===== src/rtl/alu_txn_ctrl.sv =====
// alu_txn_ctrl: byte-stream transaction sequencer for the 8-bit combinational ALU.
// Collects operand A, operand B and opcode from the RX stream, presents them to
// the ALU for one cycle, then returns the ALU result as one byte on the TX stream.
// Optional opcode legality checking is compiled in with `define ALU_OPCODE_CHECK_EN.
module alu_txn_ctrl #(
    parameter int SIZEDATA = 8,
    parameter int SIZEOP   = 6,
    parameter int CNTW     = 16
) (
    input  logic                CLK,
    input  logic                RESET_N,
    input  logic                CLEAR,
    input  logic [SIZEDATA-1:0] RX_DATA,
    input  logic                RX_VALID,
    output logic                RX_READY,
    output logic [SIZEDATA-1:0] TX_DATA,
    output logic                TX_VALID,
    input  logic                TX_READY,
    output logic [SIZEDATA-1:0] DATOA,
    output logic [SIZEDATA-1:0] DATOB,
    output logic [SIZEOP-1:0]   OPCODE,
    input  logic [SIZEDATA-1:0] RESULT,
    output logic                BUSY,
    output logic                ERROR,
    output logic [CNTW-1:0]     TXN_COUNT
);

    typedef enum logic [2:0] {
        GET_A  = 3'd0,
        GET_B  = 3'd1,
        GET_OP = 3'd2,
        EXEC   = 3'd3,
        SEND   = 3'd4
    } state_t;

    state_t                state_r;
    state_t                state_nxt_s;
    logic                  load_a_s;
    logic                  load_b_s;
    logic                  load_op_s;
    logic                  op_err_s;
    logic                  exec_s;
    logic                  send_done_s;
    logic [SIZEDATA-1:0]   datoa_r;
    logic [SIZEDATA-1:0]   datob_r;
    logic [SIZEOP-1:0]     opcode_r;
    logic [SIZEDATA-1:0]   tx_data_r;
    logic                  tx_valid_r;
    logic [CNTW-1:0]       txn_count_r;
    logic                  error_r;

`ifdef ALU_OPCODE_CHECK_EN
    // Legal opcode byte: upper bits zero and low bits one of the supported ALU functions.
    function automatic logic opcode_legal(input logic [SIZEDATA-1:0] b);
        logic ok;
        if ((b >> SIZEOP) != {SIZEDATA{1'b0}}) begin
            ok = 1'b0;
        end else begin
            case (b[SIZEOP-1:0])
                SIZEOP'(6'h20), SIZEOP'(6'h22), SIZEOP'(6'h24), SIZEOP'(6'h25),
                SIZEOP'(6'h26), SIZEOP'(6'h27), SIZEOP'(6'h03), SIZEOP'(6'h02): ok = 1'b1;
                default: ok = 1'b0;
            endcase
        end
        return ok;
    endfunction
`endif

    // Ready is decoded from state only, so it reads 1 while reset holds the FSM in GET_A.
    assign RX_READY  = (state_r == GET_A) || (state_r == GET_B) || (state_r == GET_OP);
    assign BUSY      = (state_r != GET_A);
    assign DATOA     = datoa_r;
    assign DATOB     = datob_r;
    assign OPCODE    = opcode_r;
    assign TX_DATA   = tx_data_r;
    assign TX_VALID  = tx_valid_r;
    assign TXN_COUNT = txn_count_r;
    assign ERROR     = error_r;

    // Next-state and load-strobe decode; CLEAR overrides every handshake.
    always_comb begin
        state_nxt_s = state_r;
        load_a_s    = 1'b0;
        load_b_s    = 1'b0;
        load_op_s   = 1'b0;
        op_err_s    = 1'b0;
        exec_s      = 1'b0;
        send_done_s = 1'b0;
        if (CLEAR) begin
            state_nxt_s = GET_A;
        end else begin
            case (state_r)
                GET_A: begin
                    if (RX_VALID) begin
                        load_a_s    = 1'b1;
                        state_nxt_s = GET_B;
                    end else begin
                        state_nxt_s = GET_A;
                    end
                end
                GET_B: begin
                    if (RX_VALID) begin
                        load_b_s    = 1'b1;
                        state_nxt_s = GET_OP;
                    end else begin
                        state_nxt_s = GET_B;
                    end
                end
                GET_OP: begin
                    if (RX_VALID) begin
`ifdef ALU_OPCODE_CHECK_EN
                        if (opcode_legal(RX_DATA)) begin
                            load_op_s   = 1'b1;
                            state_nxt_s = EXEC;
                        end else begin
                            op_err_s    = 1'b1;
                            state_nxt_s = GET_A;
                        end
`else
                        load_op_s   = 1'b1;
                        state_nxt_s = EXEC;
`endif
                    end else begin
                        state_nxt_s = GET_OP;
                    end
                end
                EXEC: begin
                    exec_s      = 1'b1;
                    state_nxt_s = SEND;
                end
                SEND: begin
                    if (tx_valid_r && TX_READY) begin
                        send_done_s = 1'b1;
                        state_nxt_s = GET_A;
                    end else begin
                        state_nxt_s = SEND;
                    end
                end
                default: begin
                    state_nxt_s = GET_A;
                end
            endcase
        end
    end

    // FSM state register.
    always_ff @(posedge CLK or negedge RESET_N) begin
        if (!RESET_N) begin
            state_r <= GET_A;
        end else begin
            state_r <= state_nxt_s;
        end
    end

    // ALU operand registers; they hold their last value between transactions.
    always_ff @(posedge CLK or negedge RESET_N) begin
        if (!RESET_N) begin
            datoa_r  <= {SIZEDATA{1'b0}};
            datob_r  <= {SIZEDATA{1'b0}};
            opcode_r <= {SIZEOP{1'b0}};
        end else begin
            if (load_a_s) begin
                datoa_r <= RX_DATA;
            end
            if (load_b_s) begin
                datob_r <= RX_DATA;
            end
            if (load_op_s) begin
                opcode_r <= RX_DATA[SIZEOP-1:0];
            end
        end
    end

    // TX result capture at the end of EXEC; valid drops on handshake or abort.
    always_ff @(posedge CLK or negedge RESET_N) begin
        if (!RESET_N) begin
            tx_data_r  <= {SIZEDATA{1'b0}};
            tx_valid_r <= 1'b0;
        end else if (CLEAR) begin
            tx_valid_r <= 1'b0;
        end else if (exec_s) begin
            tx_data_r  <= RESULT;
            tx_valid_r <= 1'b1;
        end else if (send_done_s) begin
            tx_valid_r <= 1'b0;
        end
    end

    // Completed-transaction counter, wraps silently.
    always_ff @(posedge CLK or negedge RESET_N) begin
        if (!RESET_N) begin
            txn_count_r <= {CNTW{1'b0}};
        end else if (send_done_s) begin
            txn_count_r <= txn_count_r + {{(CNTW-1){1'b0}}, 1'b1};
        end
    end

    // One-cycle illegal-opcode pulse; never set when checking is compiled out.
    always_ff @(posedge CLK or negedge RESET_N) begin
        if (!RESET_N) begin
            error_r <= 1'b0;
        end else begin
            error_r <= op_err_s;
        end
    end

endmodule


===== config.mk =====
export PLATFORM = sky130hd
export DESIGN_NAME = alu_txn_ctrl
export DESIGN_NICKNAME = d
export VERILOG_FILES = /design/src/rtl/alu_txn_ctrl.sv
export SDC_FILE = /design/constraint.sdc
export NUM_CORES = 1
export LEC_CHECK = 0
export ABC_AREA = 1
export CORE_MARGIN = 4
export CORE_UTILIZATION = 40
export CTS_CLUSTER_SIZE = 30
export DETAILED_ROUTE_END_ITERATION = 10
export GPL_TIMING_DRIVEN = 1
export PLACE_DENSITY = 0.83
export SLEW_MARGIN = 20
export SYNTH_ARGS = -nofsm -noshare
export SYNTH_HDL_FRONTEND = slang
export SYNTH_SLANG_ARGS = --single-unit

===== constraint.sdc =====
create_clock -name CLK -period 1.3 [get_ports CLK]
set_clock_uncertainty 0.05 [all_clocks]
set_input_delay 0.26 -clock CLK [delete_from_list [all_inputs] [get_ports CLK]]
set_output_delay 0.26 -clock CLK [all_outputs]
set_load 0.02 [all_outputs]

## Word-level counts from Yosys, hierarchy flattened

Index checks and enable logic that the tools add are counted.

| storage, ports and cells | value |
|---|---|
| bits in registers | 50 |
| output and inout port bits | 50 |
| word-level logic and storage cells | 41 |

| operators by class | value |
|---|---|
| bitwise logic cells | 1 |
| equality and inequality tests | 4 |
| reduce and logical (&&, ||, !) cells | 7 |
| muxes and demuxes | 21 |
| add/sub/neg operators | 1 |

Operators with widths:

| kind | count |
|---|---|
| 1-bit 2-to-1 mux | 17 |
| 16-bit by 1-bit adder with 16-bit output, second input constant | 1 |
| 3-bit case mux with 5 select lines | 1 |
| 3-bit by 2-bit equality test with 1-bit output, second input constant | 2 |
| 3-bit 2-to-1 mux | 2 |
| 3-bit nonzero test | 2 |
| 3-bit by 1-bit equality test with 1-bit output, second input constant | 1 |
| 3-bit equality test, second input constant | 1 |
| 3-bit zero test | 1 |
| 1-bit logical OR | 2 |
| 2-bit 2-to-1 mux | 1 |
| 2-bit AND reduction | 1 |
| 1-bit logical AND | 1 |
| 1-bit NOT | 1 |

## Longest topological paths before layout

| depth | value |
|---|---|
| depth in word-level cells | 7 |
| mapped depth | 8 |
| depth with buffers taken out | 8 |

## Worst setup path after synthesis

Ideal clock, no wire load.

| path | value |
|---|---|
| path kind | reg2reg |
| from | register txn_count_r[1], in the netlist TXN_COUNT[1] |
| to | register txn_count_r[14], in the netlist TXN_COUNT[14] |
| data required time | 1.133 ns |
| slack | -0.105 ns |
| data arrival time | 1.238 ns |
| stages on the path, launching flop included | 9 |
| path buffers | 0 |
| period minus slack after synthesis | 1.405 ns |
| path through | dfrtp_1 > ha_1 > nand2_1 > nor2_1 > nand2_1 > nor2_1 > nand2_1 > nand2_1 > nand2_1 |

| between the ends | value |
|---|---|
| longest elaborated chain between the ends | 1 |

RTL lines:

| what | line | text |
|---|---|---|
| start: declaration | 49 | `logic [CNTW-1:0] txn_count_r;` |
| start signal: assignment | 192 | `txn_count_r <= {CNTW{1'b0}};` |
| start signal: assignment | 194 | `txn_count_r <= txn_count_r + {{(CNTW-1){1'b0}}, 1'b1};` |
| 16-bit by 1-bit adder with 16-bit output | 194 |  |

Every way passes these cells.
A chain may end at the register's enable or synchronous reset.

## Final worst setup path

| path | value |
|---|---|
| from | register state_r[0] |
| to | output port RX_READY |

| between the ends | value |
|---|---|
| longest elaborated chain between the ends | 3 |

RTL lines:

| what | line | text |
|---|---|---|
| start: declaration | 36 | `state_t state_r;` |
| start signal: assignment | 151 | `state_r <= state_nxt_s;` |
| 3-bit by 1-bit equality test with 1-bit output or 3-bit zero test (tied branches) | 70 | `assign RX_READY = (state_r == GET_A) \|\| (state_r == GET_B) \|\| (state_r == GET_OP);` |
| 1-bit logical OR | 70 |  |
| 1-bit logical OR (*) | 70 |  |
| end: declaration | 15 | `output logic RX_READY,` |

Every way passes the cells marked *; elsewhere a longest branch is shown, timed or not.

==> impl_results.md <==
- CTS Root Cell: clkbuf_8
- Worst setup SP type: flop
- Crit path top cell by count: buf_4
- Worst Setup Path Type: flop to output pin
- Wire per inst: 14.68 um
- Core region area: 5608 um2
- WP data required: 990 ps
- Initial core utilization: 0.4215
- Hold Vio Cnt, Final: 0
- Yosys warning count: 0
- Total GRT Usage: 0.1866
- PwrDens: 1149 nW/um2
- Leakage power: 1.909 nW
- DRC errors left: 0
- Post-synth EDFFs: 0
- Total grt overflow: 0
- Class of the worst hold path: primary input to async pin
- Routed Antenna Nets: 0
- Failing checks: negative setup slack
- 1st-iter DRT viols: 102
- Peak supply drop: 0.9826 mV
- Slew Limit Fails: 0
- Vias in the first global route: 2,262
- Num CTS Buffers: 5
- Setup crit start: state_r[0]$_DFF_PN0_
- Max Cap Viol: 0
- Slowest stage delay, CP: 420 ps
- DRT Wirelength: 6.900 mm
- Synth Instances: 274
- Largest net degree at the start of global routing: 41
- CP Max Fanout: 3
- Dpl cells: 442
- Critical Path Sink Type: output pin
- PnR Total Power: 4.392 mW
- Post-synth net total: 296
- Cell Chain, Critical Path: buf_4, a21oi_1, buf_4
- CP arrival: 1140 ps
- Final period util: 1.118
- Outcome: finished with violations
- Die Height: 84.87 um
- Clk pin slew, worst setup/hold paths: 100 ps
- Worst r2r src: TXN_COUNT[1]$_DFFE_PN0P_
- Flops & latches, synth: 50
- Core Util, Final: 0.6814
- Top cell type's share of synthesized area: 0.5294
- Fin cells: 470
- RSZ-0062 raised after global routing: true
- Top post-synthesis cells by area: dfrtp_1, nand2_1, o21ai_2
- Setup-failing EPs final: 40
- Minimum clock period: 1454 ps
- Final WS setup: -154.0 ps
- Ys async rst share: 1.000
- Clock Sinks: 50
- Die ar.: 7203 um2
- Achievable clock frequency: 0.6878 GHz
- Max Buffers Root-to-Sink: 2
- Layout cells sized above 1: 0.4548
- Clock Latency Late Sink: 300 ps
- I/O pin cnt: 71
- Initial antenna violation count: 0
- Global-route wire length before repair: 10.81 mm
- Diode count: 0
- Prevailing post-synth register cell: dfrtp_1
- Setup TNS: -2465 ps
- Slowest CP cell: dfrtp_1
- PortBufs: 69
- Mean area per synthesized cell: 8.626 um2
- Post-synthesis sequential area ratio: 0.5294
- H-tree Lvls: 2
- CTS tree: yes
- Area grow syn2layout: 61.67%
- First-pass detailed-route iteration total: 4
- Via density per instance: 4.794
- Synth area leader: dfrtp_1
- DIE WIDTH: 84.87 um
- Hold WS: 299.9 ps
- Post-Syn Area: 2364 um2
- Routability congestion estimate: 0.8572
- Post-DP HPWL: 4.099 mm
- Via total after detailed routing: 2,253
- Fillers: 442
- Final #Nets: 419
- Netlist cell types: 25
- Rows: 27
## cells by family (layout without fill, tap and decap cells)
group	Yosys count	in the layout	share of synthesized area
AO/OA/AOI/OAI	38	38	0.1059
XOR/XNOR	3	3	0.01112
adder cells (fa/ha/maj)	1	1	0.005293
buffers and inverters	38	158	0.07570
flip-flops	50	50	0.5294
other	1	1	0.001587
AND/OR/NAND/NOR	143	147	0.2710
## path summary, 6_finish.rpt
| check | cells after the start | slack (ps) | endpoint |
|---|---|---|---|
| max | 3 | -150 | RX_READY |
| min | 2 | 300 | DATOB[6]$_DFFE_PN0P_ |
| max reg2reg | 8 | -110 | TXN_COUNT[14]$_DFFE_PN0P_ |
| min reg2reg | 2 | 450 | TX_DATA[5]$_DFFE_PN0P_ |
| max in group asynchronous | 3 | 380 | TXN_COUNT[0]$_DFFE_PN0P_ |
| min in group CLK | 3 | 440 | TX_DATA[2]$_DFFE_PN0P_ |
## through the flow
stage,setup WS (ps),cell area (um2)
after global routing,-218.4,3821
after floorplan,0.2691,2379
after detailed placement,-396.7,3401
after CTS,-120.5,3766
after global placement,-323.6,3401
final,-154.0,3821
## what timing repair did
action | in CTS | in global routing
hold endpoints to repair | 10 | 0
gates resized for setup | 192 | 66
hold buffers | 1 | 0
pin swaps | 15 | 11
buffers inserted | 8 | 6
endpoints found under the setup margin | 74 | 75
gates cloned | 5 | 2
## layout make-up
class | count | area (um2) | area share
clock buffer | 5 | 68.82 | 0.01801
clock inverter | 3 | 43.79 | 0.01146
inverter | 30 | 115.1 | 0.03012
multi-input combinational | 190 | 1221 | 0.3196
sequential | 50 | 1254 | 0.3281
tap | 72 | 90.09 | 0.02358
timing repair buffer | 120 | 1028 | 0.2692
## synth_stat cells, drive strengths merged (2+ instances only)
cell type	count
nand2	101
dfrtp	50
o21ai	35
inv	30
nor2	26
nand3	9
buf	8
nand3b	6
a21oi	3
xor2	2
## registers in the layout, summed over array words and instances (netlist names)
| name | cells |
|---|---|
| DATOA | 8 |
| DATOB | 8 |
| OPCODE | 6 |
| TXN_COUNT | 16 |
| TX_DATA | 8 |
| TX_VALID | 1 |
| state_r | 3 |
## placed cells by master, fill, tap and decap left out, types with 9 or more instances in the layout
cell type | Yosys | layout
nand2_4 | 0 | 19
buf_4 | 3 | 32
clkdlybuf4s50_1 | 0 | 18
buf_6 | 3 | 14
clkdlybuf4s15_2 | 0 | 9
o21ai_2 | 16 | 21
buf_2 | 2 | 25
o21ai_1 | 17 | 14
inv_1 | 29 | 28
nand2_1 | 98 | 75
nor2_1 | 21 | 17
dfrtp_1 | 50 | 48
clkbuf_2 | 0 | 13
## layer usage
layer	track usage	up-vias	wire (um)
met3	0.04466	7	397
met4	0.03741	0	50
met5	0	-	0
li1	-	1103	-
met2	0.3409	60	3753
met1	0.2237	1083	2698
## where the power goes
part           internal, mW  total [mW]  switching, mW  leakage, nW
sequential             1.78        1.98          0.197        0.655
clock                 0.578        1.13          0.551       0.0585
combinational         0.552        1.29          0.735         1.20
## worst max-delay path, delay by kind of cell (launching register included)
| kind | cells | cell delay, ps |
|---|---|---|
| DFF | 1 | 420 |
| AOI/OAI and AO/OA | 1 | 110 |
| buffers and inverters | 2 | 310 |
(Power assumes the default switching activity.)
